### src/rtl/uart_pkg.sv
// Shared UART constants for the serial_r receiver and its downstream buffer.
//   BYTE_W         : width of one received byte
//   START_SAMPLE   : clocks from the start-bit edge to the first sample point
//   BIT_PERIOD     : clocks per bit on the line
//   DEFAULT_DEPTH  : default receive buffer depth (power of two)
package uart_pkg;

    localparam int unsigned BYTE_W        = 8;
    localparam int unsigned START_SAMPLE  = 1950;
    localparam int unsigned BIT_PERIOD    = 5200;
    localparam int unsigned DEFAULT_DEPTH = 16;

endpackage

### src/rtl/uart_rx_buffer_sync_fifo.sv
// sync_fifo: single-clock FIFO with storage, pointers and occupancy count.
//   clk_i      : clock, rising edge
//   rst_i      : synchronous active-high reset (pointers and count only)
//   push_i     : write request; data_i is written when push_ok_o=1
//   data_i     : write data
//   pop_i      : read strobe; caller only asserts it while count_o != 0
//   push_ok_o  : push accepted this cycle (room, or full with a pop alongside)
//   data_o     : head entry, combinational read of storage
//   count_o    : registered occupancy, 0..DEPTH
module sync_fifo
    import uart_pkg::*;
#(
    parameter int unsigned WIDTH = BYTE_W,
    parameter int unsigned DEPTH = DEFAULT_DEPTH,
    parameter int unsigned AW    = $clog2(DEPTH)
) (
    input  logic             clk_i,
    input  logic             rst_i,
    input  logic             push_i,
    input  logic [WIDTH-1:0] data_i,
    input  logic             pop_i,
    output logic             push_ok_o,
    output logic [WIDTH-1:0] data_o,
    output logic [AW:0]      count_o
);

    localparam logic [AW:0] DepthCnt = (AW + 1)'(DEPTH);

    logic [WIDTH-1:0] mem_q [DEPTH];
    logic [AW-1:0]    wr_ptr_q, wr_ptr_d;
    logic [AW-1:0]    rd_ptr_q, rd_ptr_d;
    logic [AW:0]      count_q, count_d;
    logic             full;

    assign full      = (count_q == DepthCnt);
    // A full FIFO still takes a byte when the head leaves on the same edge.
    assign push_ok_o = push_i & (~full | pop_i);

    always_comb begin
        wr_ptr_d = wr_ptr_q;
        rd_ptr_d = rd_ptr_q;
        count_d  = count_q;
        // DEPTH is a power of two, so pointer wrap is the natural overflow.
        if (push_ok_o) wr_ptr_d = wr_ptr_q + 1'b1;
        if (pop_i)     rd_ptr_d = rd_ptr_q + 1'b1;
        unique case ({push_ok_o, pop_i})
            2'b10:   count_d = count_q + 1'b1;
            2'b01:   count_d = count_q - 1'b1;
            default: count_d = count_q;
        endcase
    end

    always_ff @(posedge clk_i) begin
        if (rst_i) begin
            wr_ptr_q <= '0;
            rd_ptr_q <= '0;
            count_q  <= '0;
        end else begin
            wr_ptr_q <= wr_ptr_d;
            rd_ptr_q <= rd_ptr_d;
            count_q  <= count_d;
        end
    end

    // Storage is not reset; contents are don't-care until written.
    always_ff @(posedge clk_i) begin
        if (!rst_i && push_ok_o) mem_q[wr_ptr_q] <= data_i;
    end

    assign data_o  = mem_q[rd_ptr_q];
    assign count_o = count_q;

endmodule

### src/rtl/uart_rx_buffer.sv
// uart_rx_buffer: receive buffer downstream of the serial_r UART receiver.
// Captures completed bytes into a FIFO, re-arms the receiver while there is room,
// presents bytes on a valid/ready interface and flags dropped bytes.
//   m_clock      : system clock, rising edge
//   p_reset      : synchronous active-high reset
//   rx_data      : received byte, valid while rx_complete=1
//   rx_complete  : one-cycle byte-done pulse from the receiver
//   rx_launch    : arm request to the receiver (room available, not in reset)
//   out_data     : head byte, valid while out_valid=1
//   out_valid    : FIFO non-empty
//   out_ready    : consumer takes the head byte when out_valid & out_ready
//   count        : occupancy, 0..DEPTH
//   overrun      : sticky flag, a byte was dropped
//   clr_overrun  : clears overrun (a same-cycle drop wins)
// Optional macro UART_RX_BUFFER_WATERMARK_EN adds:
//   thresh       : occupancy threshold, 0 disables the interrupt
//   level_irq    : registered (next occupancy >= thresh)
module uart_rx_buffer
    import uart_pkg::*;
#(
    parameter int unsigned DEPTH = DEFAULT_DEPTH,
    parameter int unsigned AW    = $clog2(DEPTH)
) (
    input  logic              m_clock,
    input  logic              p_reset,
    input  logic [BYTE_W-1:0] rx_data,
    input  logic              rx_complete,
    output logic              rx_launch,
    output logic [BYTE_W-1:0] out_data,
    output logic              out_valid,
    input  logic              out_ready,
    output logic [AW:0]       count,
    output logic              overrun,
    input  logic              clr_overrun
`ifdef UART_RX_BUFFER_WATERMARK_EN
    ,
    input  logic [AW:0]       thresh,
    output logic              level_irq
`endif
);

    localparam logic [AW:0] DepthCnt = (AW + 1)'(DEPTH);

    logic push_ok;
    logic pop;
    logic overrun_q, overrun_d;

    assign out_valid = (count != '0);
    assign pop       = out_valid & out_ready;

    sync_fifo #(
        .WIDTH (BYTE_W),
        .DEPTH (DEPTH),
        .AW    (AW)
    ) u_fifo (
        .clk_i     (m_clock),
        .rst_i     (p_reset),
        .push_i    (rx_complete),
        .data_i    (rx_data),
        .pop_i     (pop),
        .push_ok_o (push_ok),
        .data_o    (out_data),
        .count_o   (count)
    );

    assign rx_launch = ~p_reset & (count < DepthCnt);

    always_comb begin
        overrun_d = overrun_q;
        if (rx_complete && !push_ok) begin
            overrun_d = 1'b1;
        end else if (clr_overrun) begin
            overrun_d = 1'b0;
        end
    end

    always_ff @(posedge m_clock) begin
        if (p_reset) overrun_q <= 1'b0;
        else         overrun_q <= overrun_d;
    end

    assign overrun = overrun_q;

`ifdef UART_RX_BUFFER_WATERMARK_EN
    logic [AW:0] count_next;
    logic        level_q, level_d;

    always_comb begin
        unique case ({push_ok, pop})
            2'b10:   count_next = count + 1'b1;
            2'b01:   count_next = count - 1'b1;
            default: count_next = count;
        endcase
        level_d = (thresh != '0) && (count_next >= thresh);
    end

    always_ff @(posedge m_clock) begin
        if (p_reset) level_q <= 1'b0;
        else         level_q <= level_d;
    end

    assign level_irq = level_q;
`endif

endmodule

### config.mk
export PLATFORM = sky130hd
export DESIGN_NAME = uart_rx_buffer
export DESIGN_NICKNAME = d
export VERILOG_FILES = /design/src/rtl/uart_pkg.sv /design/src/rtl/uart_rx_buffer_sync_fifo.sv /design/src/rtl/uart_rx_buffer.sv
export SDC_FILE = /design/constraint.sdc
export NUM_CORES = 1
export LEC_CHECK = 0
export ABC_AREA = 0
export CORE_ASPECT_RATIO = 0.9
export CORE_UTILIZATION = 54
export DETAILED_ROUTE_END_ITERATION = 16
export MAX_ROUTING_LAYER = met4
export PLACE_DENSITY = 0.76
export SYNTH_ARGS = -nofsm -noshare
export SYNTH_HDL_FRONTEND = slang
export SYNTH_SLANG_ARGS = --single-unit
### constraint.sdc
create_clock -name m_clock -period 3.1 [get_ports m_clock]
set_input_delay 0.62 -clock m_clock [delete_from_list [all_inputs] [get_ports m_clock]]
set_output_delay 0.62 -clock m_clock [all_outputs]
set_load 0.005 [all_outputs]
==> impl_summary.txt <==
----------------------------------------------------
[Synthesis]
  Leading post-synthesis cells by cell area ... sky130_fd_sc_hd__edfxtp_1 (65%), sky130_fd_sc_hd__mux4_2 (12%), sky130_fd_sc_hd__dfxtp_1 (6.1%)
  Area of the mapped netlist ... 5880 sq um
  Top cell type by total area after synthesis ... sky130_fd_sc_hd__edfxtp_1
  Commonest cells in the netlist ... sky130_fd_sc_hd__edfxtp_1 (128), sky130_fd_sc_hd__mux4_2 (32), sky130_fd_sc_hd__dfxtp_1 (18), sky130_fd_sc_hd__a22oi_1 (16), sky130_fd_sc_hd__nor2_1 (16)
  Post-synth net total ... 348
  Count of unique library cells instantiated by Yosys ... 40
  Number of register bits inferred by synthesis ... 146
  Synth Area per Inst ... roughly 18 sq um
  Top-count cell post-synth ... sky130_fd_sc_hd__edfxtp_1
  Yosys synthesis warning count ... 0
  Most used DFF post-synth ... sky130_fd_sc_hd__edfxtp_1
  Asr flop ratio synth ... 0%
  Top cell type's share of synthesized area ... 65.3%
  Share of the yosys chip area belonging to registers ... 71.5%
  Cells after Synth ... 326
  Number of enable flip-flop cells after synthesis ... 128

[Floorplanning]
  Boundary pin count ... 29
  Starting utilization of the core area ... 56.4%
  Die area ... 11300 sq um
  Placement Rows ... 35
  Placeable core region ... around 10000 sq um
  Horizontal extent of the die ... 112 um
  DIE HEIGHT ... between 100 and 150 um

[Timing]
  Min Clock Period, post-route ... 3010 ps
  Fraction of the cycle the final worst path needs ... 97.1%
  Final setup viols ... 0
  Fmax ... between 0.3 and 0.4 GHz
  RSZ-0062 raised after global routing ... false
  Final sum of negative setup slack ... 0 ps
  Clock skew ... slightly above 7 ps
  Min Hold Slack ... around 530 ps
  Worst-case setup margin in the final layout ... 89.6 ps
  Worst slew margin relative to its limit ... 37.9%
  Endpoints failing hold ... 0
  Final slew viol count ... 0
  Transition time of the tightest slew-check pin ... 930 ps

[Routing]
  Number of DRC violations after detailed routing ... 1
  Via count of the routed design ... between 3000 and 4000
  Total wire length ... around 12000 um
  Drt via density ... 6.13
  WL per Instance ... 23.0 um
  Residual antenna-violating net count after detailed routing ... 0
  Number of search-and-repair iterations in the first detailed-routing pass ... 10
  Count of routing violations after the opening detailed-route iteration ... 207

[Worst setup path]
  Max incr delay on CP ... slightly below 500 ps
  Category of cells accounting for the largest share of critical-path delay ... buffers and inverters
  Type of destination of the critical path ... primary output
  Category of the most critical setup path ... flip-flop to primary output
  Standard cell with the maximum stage delay on the critical path ... sky130_fd_sc_hd__mux4_2
  Cells along the critical path ... buf_12 > mux4_2 > a22oi_1 > nand2_1 > clkdlybuf4s50_1
  Worst Setup Start Kind ... flip-flop
  Minimum setup slack among reg-to-reg paths ... 220 ps
  Worst Reg-to-Reg Cells ... 10
  Data required time of the worst path ... 2480 ps
  Crit Path Max Fanout ... 8
  Arrival time at the worst endpoint ... 2390 ps
  End of the worst register-to-register path ... u_fifo.count_o[4]
  Reg-to-reg startpoint ... u_fifo.count_o[0]
  Crit path buf inv count ... 2

[Finish]
  Design Area, Final ... 6980 sq um
  Share of cells above drive strength 1 ... 19.9%
  Area overhead of the layout relative to synthesis ... 18.7%
  Number of filler instances in the final layout ... 692
  Antenna cells ... 0
  Nets ... 390

[Clock network]
  Count of clock tree sinks ... between 100 and 150
  TritonCTS clock tree ... yes
  Post-CTS clock slew at the launch and capture registers of the worst setup and hold paths ... 60 ps
  # H-tree levels ... 4
  Largest buffer count on any clock path ... 2
  CTS Buf Count ... 17
  Number of buffers inserted by post-CTS setup repair ... 0
  Clock latency of the later-clocked register in the worst-skew pair ... 410 ps
  CTS Root Buffer Type ... sky130_fd_sc_hd__clkbuf_16
  Hold bufs inserted after CTS ... 0

[Placement]
  Placement-stage cell area ... around 6400 sq um
  Pre-CTS setup slack ... between 10 and 15 ps
  Final HPWL DP ... between 6000 and 7000 um
  Final weighted congestion in routability-driven placement ... 0.815
  Number of input and output port buffers inserted ... 28

[Run]
  Number of max-cap violations ... 0

[Min path]
  Number of cells on the worst hold path ... 2
  Worst hold endpoint ... u_fifo.rd_ptr_q[3]
  Startpoint of the lowest-slack hold path ... u_fifo.rd_ptr_q[3]
  Kind of path behind the tightest hold check ... flip-flop to flip-flop

[Run status]
  Violations in the final reports ... design-rule violations
  Outcome ... complete, but fails checks

[Global routing]
  Initial antenna violation count ... 0
  Pin count of the biggest net entering global routing ... 33
  Total Routing Usage GR ... 22.8%
  Total overflow reported by the global router ... 0
  Number of global-route vias before repair ... about 3000
  First-pass GRT wire length ... approximately 17000 um

[Power]
  Static leakage ... 2.38 nW
  Worst voltage drop across the vdd grid ... approximately 0.45 mV
  Total power divided by cell area ... 801 nW/um^2

----------------------------------------------------
-- sequential cells by signal, summed over array words and instances, names as in the netlist, named ones only --
signal	count
u_fifo.wr_ptr_q	4
overrun	1
u_fifo.mem_q	128
u_fifo.count_o	5
u_fifo.rd_ptr_q	4
-- placed cells by master (no fill, tap or decap), drive strengths merged, types with 2 or more instances in the layout --
cell type / n
a21oi: 3
a221oi: 2
a22oi: 16
and2: 3
and3: 15
buf: 11
bufinv: 3
clkbuf: 21
clkdlybuf4s50: 28
clkinv: 8
clkinvlp: 2
dfxtp: 18
edfxtp: 128
ha: 9
inv: 6
mux2i: 3
mux4: 32
nand2: 12
nand2b: 3
nand3: 2
nand4: 2
nor2: 16
nor2b: 7
nor3: 3
nor3b: 2
o211ai: 3
o21ai: 3
or4: 2
xnor2: 2
xor2: 6
-- routing by layer --
metal	up-vias	part of all wire (%)	track usage, %
met5	-	0	-
met1	1558	41	28.4
met3	26	7.1	6.98
met4	0	2.1	10.7
met2	145	50	34.6
li1	1395	-	-
-- area by class of cell --
class                      count  area [sq um]  area share [%]
clock inverter                13           143            2.04
inverter                       6          22.5           0.323
tap                          129           161            2.31
multi-input combinational    156          1580            22.6
clock buffer                  19           433            6.20
timing repair buffer          41           438            6.27
sequential                   146          4210            60.2
-- worst max-delay path by stage --
stage | slack (ps) | end | depth (start not counted)
after global routing | 1 | u_fifo.count_o[4] | 10
final | 90 | out_data[0] | 5
after global placement | 100 | u_fifo.count_o[4] | 11
after detailed placement | 10 | u_fifo.count_o[4] | 11
after CTS | 3 | out_data[0] | 5
after floorplan | 50 | u_fifo.count_o[4] | 14
-- report_power, final --
group          internal [mW]  leakage (nW)  switching, mW
sequential              2.22          1.30         0.0684
combinational          0.718         0.802          0.598
clock                   1.25         0.274          0.741
-- worst register-to-register path: stages, from the launching register on --
cell and delay [ps]:
sky130_fd_sc_hd__dfxtp_1 300, sky130_fd_sc_hd__or4_1 670, sky130_fd_sc_hd__o21a_1 250, sky130_fd_sc_hd__inv_1 70, sky130_fd_sc_hd__ha_1 260, sky130_fd_sc_hd__xor2_1 170
sky130_fd_sc_hd__ha_1 180, sky130_fd_sc_hd__a21oi_1 80, sky130_fd_sc_hd__a221oi_2 300, sky130_fd_sc_hd__or4b_1 460, sky130_fd_sc_hd__nand3_1 90
-- cells by family (layout without fill, tap and decap cells) --
family / after synthesis / count (layout) / synth area share [%]
flops: 146 / 146 / 71.5
simple gates: 73 / 73 / 6.93
mux: 36 / 36 / 13.0
compound gates: 30 / 30 / 3.68
buf+inv: 24 / 79 / 1.87
fa+ha+maj: 9 / 9 / 1.91
xor+xnor: 8 / 8 / 1.19
-- repair_timing --
action / CTS / global route
hold endpoints to repair: 0 / 0
endpoints found under the setup margin: 0 / 6
resized for setup: 0 / 1
-- through the flow --
step	total power [mW]	std cells	util [%]
2_1_floorplan	3.13	326	-
3_3_place_gp	3.54	476	60.9
3_5_place_dp	3.56	476	60.9
4_1_cts	5.54	508	66.5
5_1_grt	5.81	510	67.0
6_report	5.59	510	67.0
Note: power is estimated with default switching activity, not from simulation.
